File: config.mk
export PLATFORM = sky130hd
export DESIGN_NAME = cpu_ctrl_seq
export DESIGN_NICKNAME = d
export VERILOG_FILES = /design/src/rtl/cpu_ctrl_seq.sv
export SDC_FILE = /design/constraint.sdc
export NUM_CORES = 1
export LEC_CHECK = 0
export CAP_MARGIN = 20
export CORE_UTILIZATION = 59
export CTS_BUF_LIST = sky130_fd_sc_hd__clkbuf_16
export CTS_CLUSTER_DIAMETER = 150
export CTS_CLUSTER_SIZE = 40
export DETAILED_ROUTE_END_ITERATION = 7
export DONT_BUFFER_PORTS = 1
export GPL_ROUTABILITY_DRIVEN = 1
export GPL_TIMING_DRIVEN = 0
export MAX_ROUTING_LAYER = met4
export PLACE_DENSITY_LB_ADDON = 0.12
export SLEW_MARGIN = 20
export SYNTH_ARGS = -nofsm -noshare
export SYNTH_HDL_FRONTEND = slang
export SYNTH_SLANG_ARGS = --single-unit
export TNS_END_PERCENT = 20
File: constraint.sdc
create_clock -name clk -period 2.9 [get_ports clk]
set_input_delay 0.29 -clock clk [delete_from_list [all_inputs] [get_ports clk]]
set_output_delay 0.29 -clock clk [all_outputs]
set_load 0.02 [all_outputs]
File: src/rtl/cpu_ctrl_seq.sv
// rtl/cpu_ctrl_seq.sv - micro-cycle control sequencer for the 8-bit CPU
// Optional feature macro: CPU_CTRL_ILLEGAL_TRAP_EN (undefined opcodes park in HALT)

module cpu_ctrl_seq #(
  parameter int INST_W    = 8,
  parameter int CYCLE_W   = 4,
  parameter int MAX_CYCLE = 7
) (
  input  logic               clk,
  input  logic               reset,
  input  logic [INST_W-1:0]  instruction,
  input  logic               stall,
  input  logic               run,
  output logic [7:0]         state,
  output logic [CYCLE_W-1:0] cycle,
  output logic [7:0]         opcode,
  output logic               inst_done,
  output logic               halted,
  output logic               illegal
);

  if (INST_W < 8) begin : g_bad_inst_w
    $error("cpu_ctrl_seq: INST_W must be at least 8");
  end
  if (MAX_CYCLE < 6 || MAX_CYCLE > (1 << CYCLE_W) - 1) begin : g_bad_max_cycle
    $error("cpu_ctrl_seq: MAX_CYCLE must lie in 6 .. 2**CYCLE_W-1");
  end

  localparam logic [CYCLE_W-1:0] MAX_C = CYCLE_W'(MAX_CYCLE);

  // Opcode class codes
  localparam logic [7:0] OP_NOP  = 8'h00;
  localparam logic [7:0] OP_CALL = 8'h01;
  localparam logic [7:0] OP_RET  = 8'h02;
  localparam logic [7:0] OP_OUT  = 8'h03;
  localparam logic [7:0] OP_IN   = 8'h04;
  localparam logic [7:0] OP_HLT  = 8'h05;
  localparam logic [7:0] OP_CMP  = 8'h06;
  localparam logic [7:0] OP_LDI  = 8'h10;
  localparam logic [7:0] OP_JMP  = 8'h18;
  localparam logic [7:0] OP_PUSH = 8'h20;
  localparam logic [7:0] OP_POP  = 8'h28;
  localparam logic [7:0] OP_ALU  = 8'h40;
  localparam logic [7:0] OP_MOV  = 8'h80;

  typedef enum logic [7:0] {
    S_NEXT       = 8'h00,
    S_FETCH_PC   = 8'h01,
    S_FETCH_INST = 8'h02,
    S_HALT       = 8'h03,
    S_JUMP       = 8'h04,
    S_OUT        = 8'h05,
    S_ALU_OUT    = 8'h06,
    S_ALU_EXEC   = 8'h07,
    S_MOV_STORE  = 8'h08,
    S_MOV_FETCH  = 8'h09,
    S_MOV_LOAD   = 8'h0A,
    S_FETCH_SP   = 8'h0C,
    S_PC_STORE   = 8'h0D,
    S_TMP_JUMP   = 8'h0E,
    S_RET        = 8'h0F,
    S_INC_SP     = 8'h10,
    S_SET_ADDR   = 8'h11,
    S_IN         = 8'h12,
    S_REG_STORE  = 8'h13,
    S_SET_REG    = 8'h14
  } ctrl_state_e;

  ctrl_state_e          state_q, state_d;
  logic [CYCLE_W-1:0]   cycle_q, cycle_d;
  logic                 inst_done_q, inst_done_d;
  logic                 halted_q, halted_d;
  logic                 illegal_q, illegal_d;

  logic [7:0]           op;
  logic                 op_defined;
  ctrl_state_e          step_s;

  // Upper instruction bits belong to the datapath; fold them so they are visibly consumed
  logic unused_inst_bits;
  assign unused_inst_bits = ^instruction;

  // Control state produced by one micro-cycle of a given opcode class
  function automatic ctrl_state_e step_f(input logic [CYCLE_W-1:0] c, input logic [7:0] o);
    ctrl_state_e s;
    s = S_NEXT;
    if (c == CYCLE_W'(0)) begin
      s = S_FETCH_PC;
    end else if (c == CYCLE_W'(1)) begin
      s = S_FETCH_INST;
    end else if (c == CYCLE_W'(2)) begin
      case (o)
        OP_HLT:                               s = S_HALT;
        OP_MOV:                               s = S_MOV_FETCH;
        OP_ALU, OP_CMP:                       s = S_ALU_EXEC;
        OP_RET, OP_POP:                       s = S_INC_SP;
        OP_PUSH:                              s = S_FETCH_SP;
        OP_IN, OP_OUT, OP_CALL, OP_LDI, OP_JMP: s = S_FETCH_PC;
        default:                              s = S_NEXT;
      endcase
    end else if (c == CYCLE_W'(3)) begin
      case (o)
        OP_JMP:          s = S_JUMP;
        OP_LDI, OP_CALL: s = S_SET_REG;
        OP_MOV:          s = S_MOV_LOAD;
        OP_ALU:          s = S_ALU_OUT;
        OP_OUT, OP_IN:   s = S_SET_ADDR;
        OP_PUSH:         s = S_REG_STORE;
        OP_RET, OP_POP:  s = S_FETCH_SP;
        default:         s = S_NEXT;
      endcase
    end else if (c == CYCLE_W'(4)) begin
      case (o)
        OP_MOV:  s = S_MOV_STORE;
        OP_CALL: s = S_FETCH_SP;
        OP_RET:  s = S_RET;
        OP_OUT:  s = S_OUT;
        OP_POP:  s = S_SET_REG;
        OP_IN:   s = S_IN;
        default: s = S_NEXT;
      endcase
    end else if (c == CYCLE_W'(5)) begin
      s = (o == OP_CALL) ? S_PC_STORE : S_NEXT;
    end else if (c == CYCLE_W'(6)) begin
      s = (o == OP_CALL) ? S_TMP_JUMP : S_NEXT;
    end
    return s;
  endfunction

  // Instruction byte to opcode class; unmatched bytes pass through unchanged
  always_comb begin
    op = instruction[7:0];
    casez (instruction[7:0])
      8'b00_010_???: op = OP_LDI;
      8'b10_???_???: op = OP_MOV;
      8'b01_???_000: op = OP_ALU;
      8'b00_011_???: op = OP_JMP;
      8'b00_100_???: op = OP_PUSH;
      8'b00_101_???: op = OP_POP;
      default:       op = instruction[7:0];
    endcase
  end

  // Flag opcode classes that have a defined micro-sequence
  always_comb begin
    op_defined = 1'b0;
    case (op)
      OP_NOP, OP_CALL, OP_RET, OP_OUT, OP_IN, OP_HLT, OP_CMP,
      OP_LDI, OP_JMP, OP_PUSH, OP_POP, OP_ALU, OP_MOV: op_defined = 1'b1;
      default:                                         op_defined = 1'b0;
    endcase
  end

  assign step_s = step_f(cycle_q, op);

  // Next-state selection: halt handshake, then stall freeze, then a normal step
  always_comb begin
    state_d     = state_q;
    cycle_d     = cycle_q;
    halted_d    = halted_q;
    inst_done_d = 1'b0;
    illegal_d   = 1'b0;
    if (halted_q) begin
      if (run && !stall) begin
        state_d  = S_NEXT;
        halted_d = 1'b0;
      end
    end else if (!stall) begin
      state_d = step_s;
      if (step_s == S_HALT) begin
        cycle_d  = '0;
        halted_d = 1'b1;
      end else if (step_s == S_NEXT || cycle_q == MAX_C) begin
        // A sequence running into MAX_CYCLE is cut short and retired
        state_d     = S_NEXT;
        cycle_d     = '0;
        inst_done_d = 1'b1;
      end else begin
        cycle_d = cycle_q + CYCLE_W'(1);
      end
      if (cycle_q == CYCLE_W'(2) && !op_defined) begin
        illegal_d = 1'b1;
`ifdef CPU_CTRL_ILLEGAL_TRAP_EN
        state_d     = S_HALT;
        cycle_d     = '0;
        halted_d    = 1'b1;
        inst_done_d = 1'b0;
`endif
      end
    end
  end

  // Registered sequencer state and status flags
  always_ff @(posedge clk) begin
    if (reset) begin
      state_q     <= S_NEXT;
      cycle_q     <= '0;
      inst_done_q <= 1'b0;
      halted_q    <= 1'b0;
      illegal_q   <= 1'b0;
    end else begin
      state_q     <= state_d;
      cycle_q     <= cycle_d;
      inst_done_q <= inst_done_d;
      halted_q    <= halted_d;
      illegal_q   <= illegal_d;
    end
  end

  assign state     = state_q;
  assign cycle     = cycle_q;
  assign opcode    = op;
  assign inst_done = inst_done_q;
  assign halted    = halted_q;
  assign illegal   = illegal_q;

endmodule

After elaboration in Yosys (flattened, before gate mapping). Cells that the tools add are included.

Bits in registers: 15. Latch bits: 0. Bits in writable memories: 0. Bits in read-only memories: 0. Bits of input ports: 12. Output and inout bits: 23. Logic and storage cells: 81. Memories: 0.

$add $sub $neg: 1. Multipliers: 0. Div/mod/pow operators: 0. Magnitude comparators: 0. Equal/unequal tests: 28. Shifts and indexed selects: 0. Multiplexer cells: 27. Bitwise logic cells: 2. Reduce and logical (&&, ||, !) cells: 18.

Operators by type and width (number): 2-to-1 mux 8 bit (10); case mux 5 bit (6 select lines) (2); case mux 8 bit (6 select lines) (1); case mux 5 bit (7 select lines) (1); == test 8 x 2 -> 1 bit, second input constant (3); == test 8 x 3 -> 1 bit, second input constant (3); 2-to-1 mux 4 bit (6); == test 4 x 3 -> 1 bit, second input constant (4); == test 8 x 5 -> 1 bit, second input constant (2); == test 8 x 6 -> 1 bit, second input constant (2); zero test 8 bit (2); OR reduction 13 bit (1); == test 5 x 2 -> 1 bit, second input constant (2); == test 5 x 3 -> 1 bit, second input constant (2); == test 4 x 2 -> 1 bit, second input constant (2); == test 8 x 1 -> 1 bit, second input constant (1); == test 8 x 7 -> 1 bit, second input constant (1); == test 8 bit, second input constant (1); OR reduction 2 bit (4); 2-to-1 mux 1 bit (7); == test 5 x 4 -> 1 bit, second input constant (1); OR reduction 5 bit (1); adder 4 x 1 -> 4 bit, second input constant (1); == test 4 x 1 -> 1 bit, second input constant (1); 10 further kinds (15).

Longest topological paths before layout. Gate-level depths: netlist (run 1).

Depth in word-level cells: 17. Gate-level depth with buffers: 10. Gate-level depth less buffers: 9.

Worst setup path after synthesis (run 1). OpenSTA, ideal clock, no wires.

Path kind: register to register. Start: register cycle_q[1] (netlist: cycle[1]). End: register halted_q (netlist: halted). Data arrival time: 2.439 ns. Setup slack: 0.402 ns. Stages on the path, launching flop included: 9. Buffers on the path: 0. Period minus slack after synthesis: 2.498 ns. Cells stage by stage: dfxtp_1 -> ha_1 -> or3b_2 -> a211oi_1 -> nor3_1 -> a22oi_1 -> nand3_2 -> or4_1 -> nand2_1.

Word-level cells in the longest chain between the ends: 12.

Ends and longest elaborated chain: start: declaration (line 70) `logic [CYCLE_W-1:0] cycle_q, cycle_d;`; start signal: assignment (line 203) `cycle_q <= cycle_d;`; == test 4 x 3 -> 1 bit (line 124) `end else if (c == CYCLE_W'(6)) begin`; 2-to-1 mux 4 bit (line 124); 2-to-1 mux 4 bit (line 122) `end else if (c == CYCLE_W'(5)) begin`; 2-to-1 mux 8 bit (line 112) `end else if (c == CYCLE_W'(4)) begin`; 2-to-1 mux 8 bit (line 101) `end else if (c == CYCLE_W'(3)) begin`; 2-to-1 mux 8 bit (line 91) `end else if (c == CYCLE_W'(2)) begin`; 2-to-1 mux 8 bit (line 89) `end else if (c == CYCLE_W'(1)) begin`; 2-to-1 mux 8 bit (*) (line 87) `if (c == CYCLE_W'(0)) begin`; == test 8 x 2 -> 1 bit (*) (line 170) `if (step_s == S_HALT) begin`; 2-to-1 mux 1 bit (*) (line 170); 2-to-1 mux 1 bit (*) (line 168) `end else if (!stall) begin`; 2-to-1 mux 1 bit (*) (line 163) `if (halted_q) begin`; end signal: assignment (line 205) `halted_q <= halted_d;`; end: declaration (line 72) `logic halted_q, halted_d;`.

Mark *: on every way between the ends. The rest lies on a longest branch, timed or not. A chain may end at the register's enable or synchronous reset.

Worst setup path after layout (run 1).
Start: register cycle_q[0] (netlist: cycle[0]). End: register halted_q (netlist: halted).

The elaborated chain is that of the path after synthesis.

==> impl_metrics.yaml, run 1 <==
setup_path:
  critPathMaxFanout: 6
  crit_path_max_incr_delay_ns: 0.53
  crit_required_ns: 3.08
  start_kind: "register"
  cp-end-kind: "register"
  cp_slowest_cell: "or3b_2"
  worstSetupPathType: "reg -> reg"
  worstPathCellList: "inv_1 > ha_2 > or3b_2 > a211oi_2 > nor3_1 > a22oi_1 > nand3_2 > or4_1 > nand2_1"
  cp.arrival_ns: 2.93
layout:
  final_common_cell: "nand2_1"
  multi_input_area_um2: 1010
  area_growth_pct: 10.0
  n_antenna_cell: 0
  regArea_um2: 243
  drive_gt1_share_pct: 9.90
  nNetsFinal: 209
  fin_util_pct: 71.9
  fillerInstances: 153
  final_cell_mix: "nand2_1, nor2_1, clkbuf_1, o21ai_0, dfxtp_1"
clock_tree:
  cts_buffer_depth: 2
  cts_tree: "yes"
  h-tree-depth: 1
  cts-root-buf: "clkbuf_16"
  cts.sink_count: 12
  numCtsBuffers: 3
  holdBufCountCts: 0
  clk_latency_ns: 0.24
  clkTransAtPathRegs_ns: 0.04
hold_path:
  hold_path.class: "in -> reg"
global_routing:
  grt_pass1_vias: 1415
  antenna_found_initial: 0
  grt_max_degree: 11
  grt_overflow: 0
  track_usage_pct: 34.5
  grt_pass1_wl_mm: 6.39
synthesis:
  synthFlopType: "dfxtp_1"
  yosysWarnings: 0
  syn_area_per_cell_um2: 7.13
  synth-async-reset-ratio_pct: 0
  synth_cells: 187
  synth_enable_flop_cells: 0
  syn_area_um2: 1330
  ys_seq_area_share_pct: 18.0
  yosys.cell_types.count: 55
  synth-seq-cells: 12
timing:
  fmax_mhz: 364
  setup_tns_ns: 0
  slew_headroom_pct: 48.4
  setup_viol: 0
  finalCriticalPeriod_ns: 2.75
  worstMarginPinSlew_ns: 0.766
  finalHoldViolations: 0
  fin_skew_ns: 0.00141
  layout_worst_path_cycle_share_pct: 94.8
  worst_slack_ns: 0.152
  rsz0062_at_grt: "false"
  final-max-slew-violation-count: 0
place:
  pre_cts_slack_ns: 0.0753
  hpwl_mm: 2.91
  io_buffers: 0
  routabilityCongestion: 0.977
floorplanning:
  initial_core_util_pct: 65.3
  num_rows: 16
  die_h_um: 49.5
  pin_count: 35
  dieArea_um2: 2450
  core_um2: 2040
  die_x_um: 49.5
power_and_ir_drop:
  p_sw_uw: 213
  vdd_drop_max_mv: 0.389
  sw_frac_of_total_pct: 33.6
  power_density_nw_per_um2: 432
  pwr-share-clk_pct: 39.6
  seq_power_share_pct: 29.9
  p_int_uw: 421
  cellLeakagePower_uw: 0.000504
  combPwrFrac_pct: 30.5
drt:
  dr.pass1.iters: 6
  vias: 1587
  wire_per_inst_um: 18.2
  post_drt_via_cell_ratio: 7.25
  drc: 0
  ant_nets: 0
  wl_mm: 3.98
  drtIter0Drc: 155
job:
  drv_cap: 0
outcome:
  status: "finished clean"
-- cells in the mapped netlist, types with 2 or more instances --
cell / n / area (µm²)
clkbuf_1: 11 / 41.3
inv_1: 7 / 26.3
nand2_1: 17 / 63.8
buf_4: 3 / 22.5
or3b_2: 2 / 17.5
nor2b_1: 2 / 12.5
nor4b_1: 2 / 17.5
o31ai_1: 2 / 15.0
o21ai_0: 10 / 50.1
nor3_1: 6 / 30.0
a31oi_1: 4 / 25.0
nor2_1: 15 / 56.3
a311oi_1: 3 / 26.3
a211oi_1: 3 / 22.5
nor3b_1: 6 / 45.0
o211ai_1: 8 / 60.1
a22oi_1: 3 / 22.5
dfxtp_1: 12 / 240
o21a_1: 2 / 15.0
xor2_1: 2 / 17.5
nand2b_1: 6 / 37.5
a21oi_1: 5 / 25.0
and2_1: 7 / 43.8
ha_1: 4 / 50.1
o21bai_1: 2 / 15.0
a21o_1: 2 / 15.0
nand4_1: 4 / 25.0
o31a_1: 3 / 26.3
nand3_1: 8 / 40.0
-- per-layer routing --
| metal | GRT usage [%] | vias to the layer above | wire [µm] |
|---|---|---|---|
| met4 | 15.2 | 0 | 145 |
| met3 | 9.88 | 26 | 578 |
| met5 | - | - | 0 |
| li1 | - | 712 | - |
| met1 | 42.5 | 693 | 1490 |
| met2 | 51.8 | 156 | 1770 |
-- metrics by stage --
stage,total power [µW],instance area (µm²),hold slack (ns),instances
final,633,1470,0.219,219
after global routing,657,1470,0.252,219
after CTS,621,1450,0.212,220
after detailed placement,370,1380,0.456,216
after global placement,363,1380,0.450,216
after floorplan,333,1340,0.442,189
-- state kept, by name (all words and copies together) (netlist names) --
name and cells:
cycle 4, halted 1, illegal 1, inst_done 1
state 5
-- critical path: cells and delay by family (launching register included) --
kind / cells / cell delay (ns)
buffers and inverters: 1 / 0.12
adders and majority gates: 1 / 0.23
DFF: 1 / 0.37
AOI/OAI and AO/OA: 2 / 0.60
and+or+nand+nor: 5 / 1.37
-- worst paths after layout --
kind	start	endpoint	depth (start not counted)	slack (ns)
min reg2reg	cycle[1]	cycle[1]	2	0.55
min	stall	halted	2	0.22
max reg2reg	cycle[0]	halted	9	0.15
max	cycle[0]	halted	9	0.15
-- area by class of cell --
cell class,instances,share of cell area (%)
Sequential cell,12,16.5
Clock buffer,3,5.12
Tap cell,27,2.30
Multi-Input combinational cell,154,68.9
Inverter,7,1.79
Buffer,15,5.12
Clock inverter,1,0.256
-- logic make-up after synthesis --
logic type	synth area share, %
AND/OR/NAND/NOR	35.6
AO/OA/AOI/OAI	32.5
buffers and inverters	7.88
flip-flops	18.0
adder cells (fa/ha/maj)	3.75
XOR/XNOR	1.31
other	0.281
multiplexers	0.750
-- what timing repair did --
action | 4_1_cts | 5_1_grt
buffers inserted | 0 | 0
gates resized for setup | 0 | 5
endpoints found under the setup margin | 0 | 6
endpoints found under the hold margin | 0 | 0
-- power groups by stage --
| stage | Combinational (µW) | Clock [µW] | Sequential (µW) |
|---|---|---|---|
| 2_1_floorplan | 143 | 0 | 190 |
| 3_3_place_gp | 172 | 0 | 191 |
| 3_5_place_dp | 178 | 0 | 192 |
| 4_1_cts | 181 | 252 | 189 |
| 5_1_grt | 208 | 259 | 190 |
| 6_report | 193 | 251 | 189 |
No activity file was read; power rests on OpenSTA's default activity.
==> run 2, diff against run 1 <==
--- a/config.mk
+++ b/config.mk
@@ -5,7 +5,7 @@
 export SDC_FILE = /design/constraint.sdc
 export NUM_CORES = 1
 export LEC_CHECK = 0
-export CAP_MARGIN = 20
+export CAP_MARGIN = 25
 export CORE_UTILIZATION = 59
 export CTS_BUF_LIST = sky130_fd_sc_hd__clkbuf_16
 export CTS_CLUSTER_DIAMETER = 150
==> results of run 2 <==
Same layout as run 1: the final DEF is identical, and so are final timing and power.
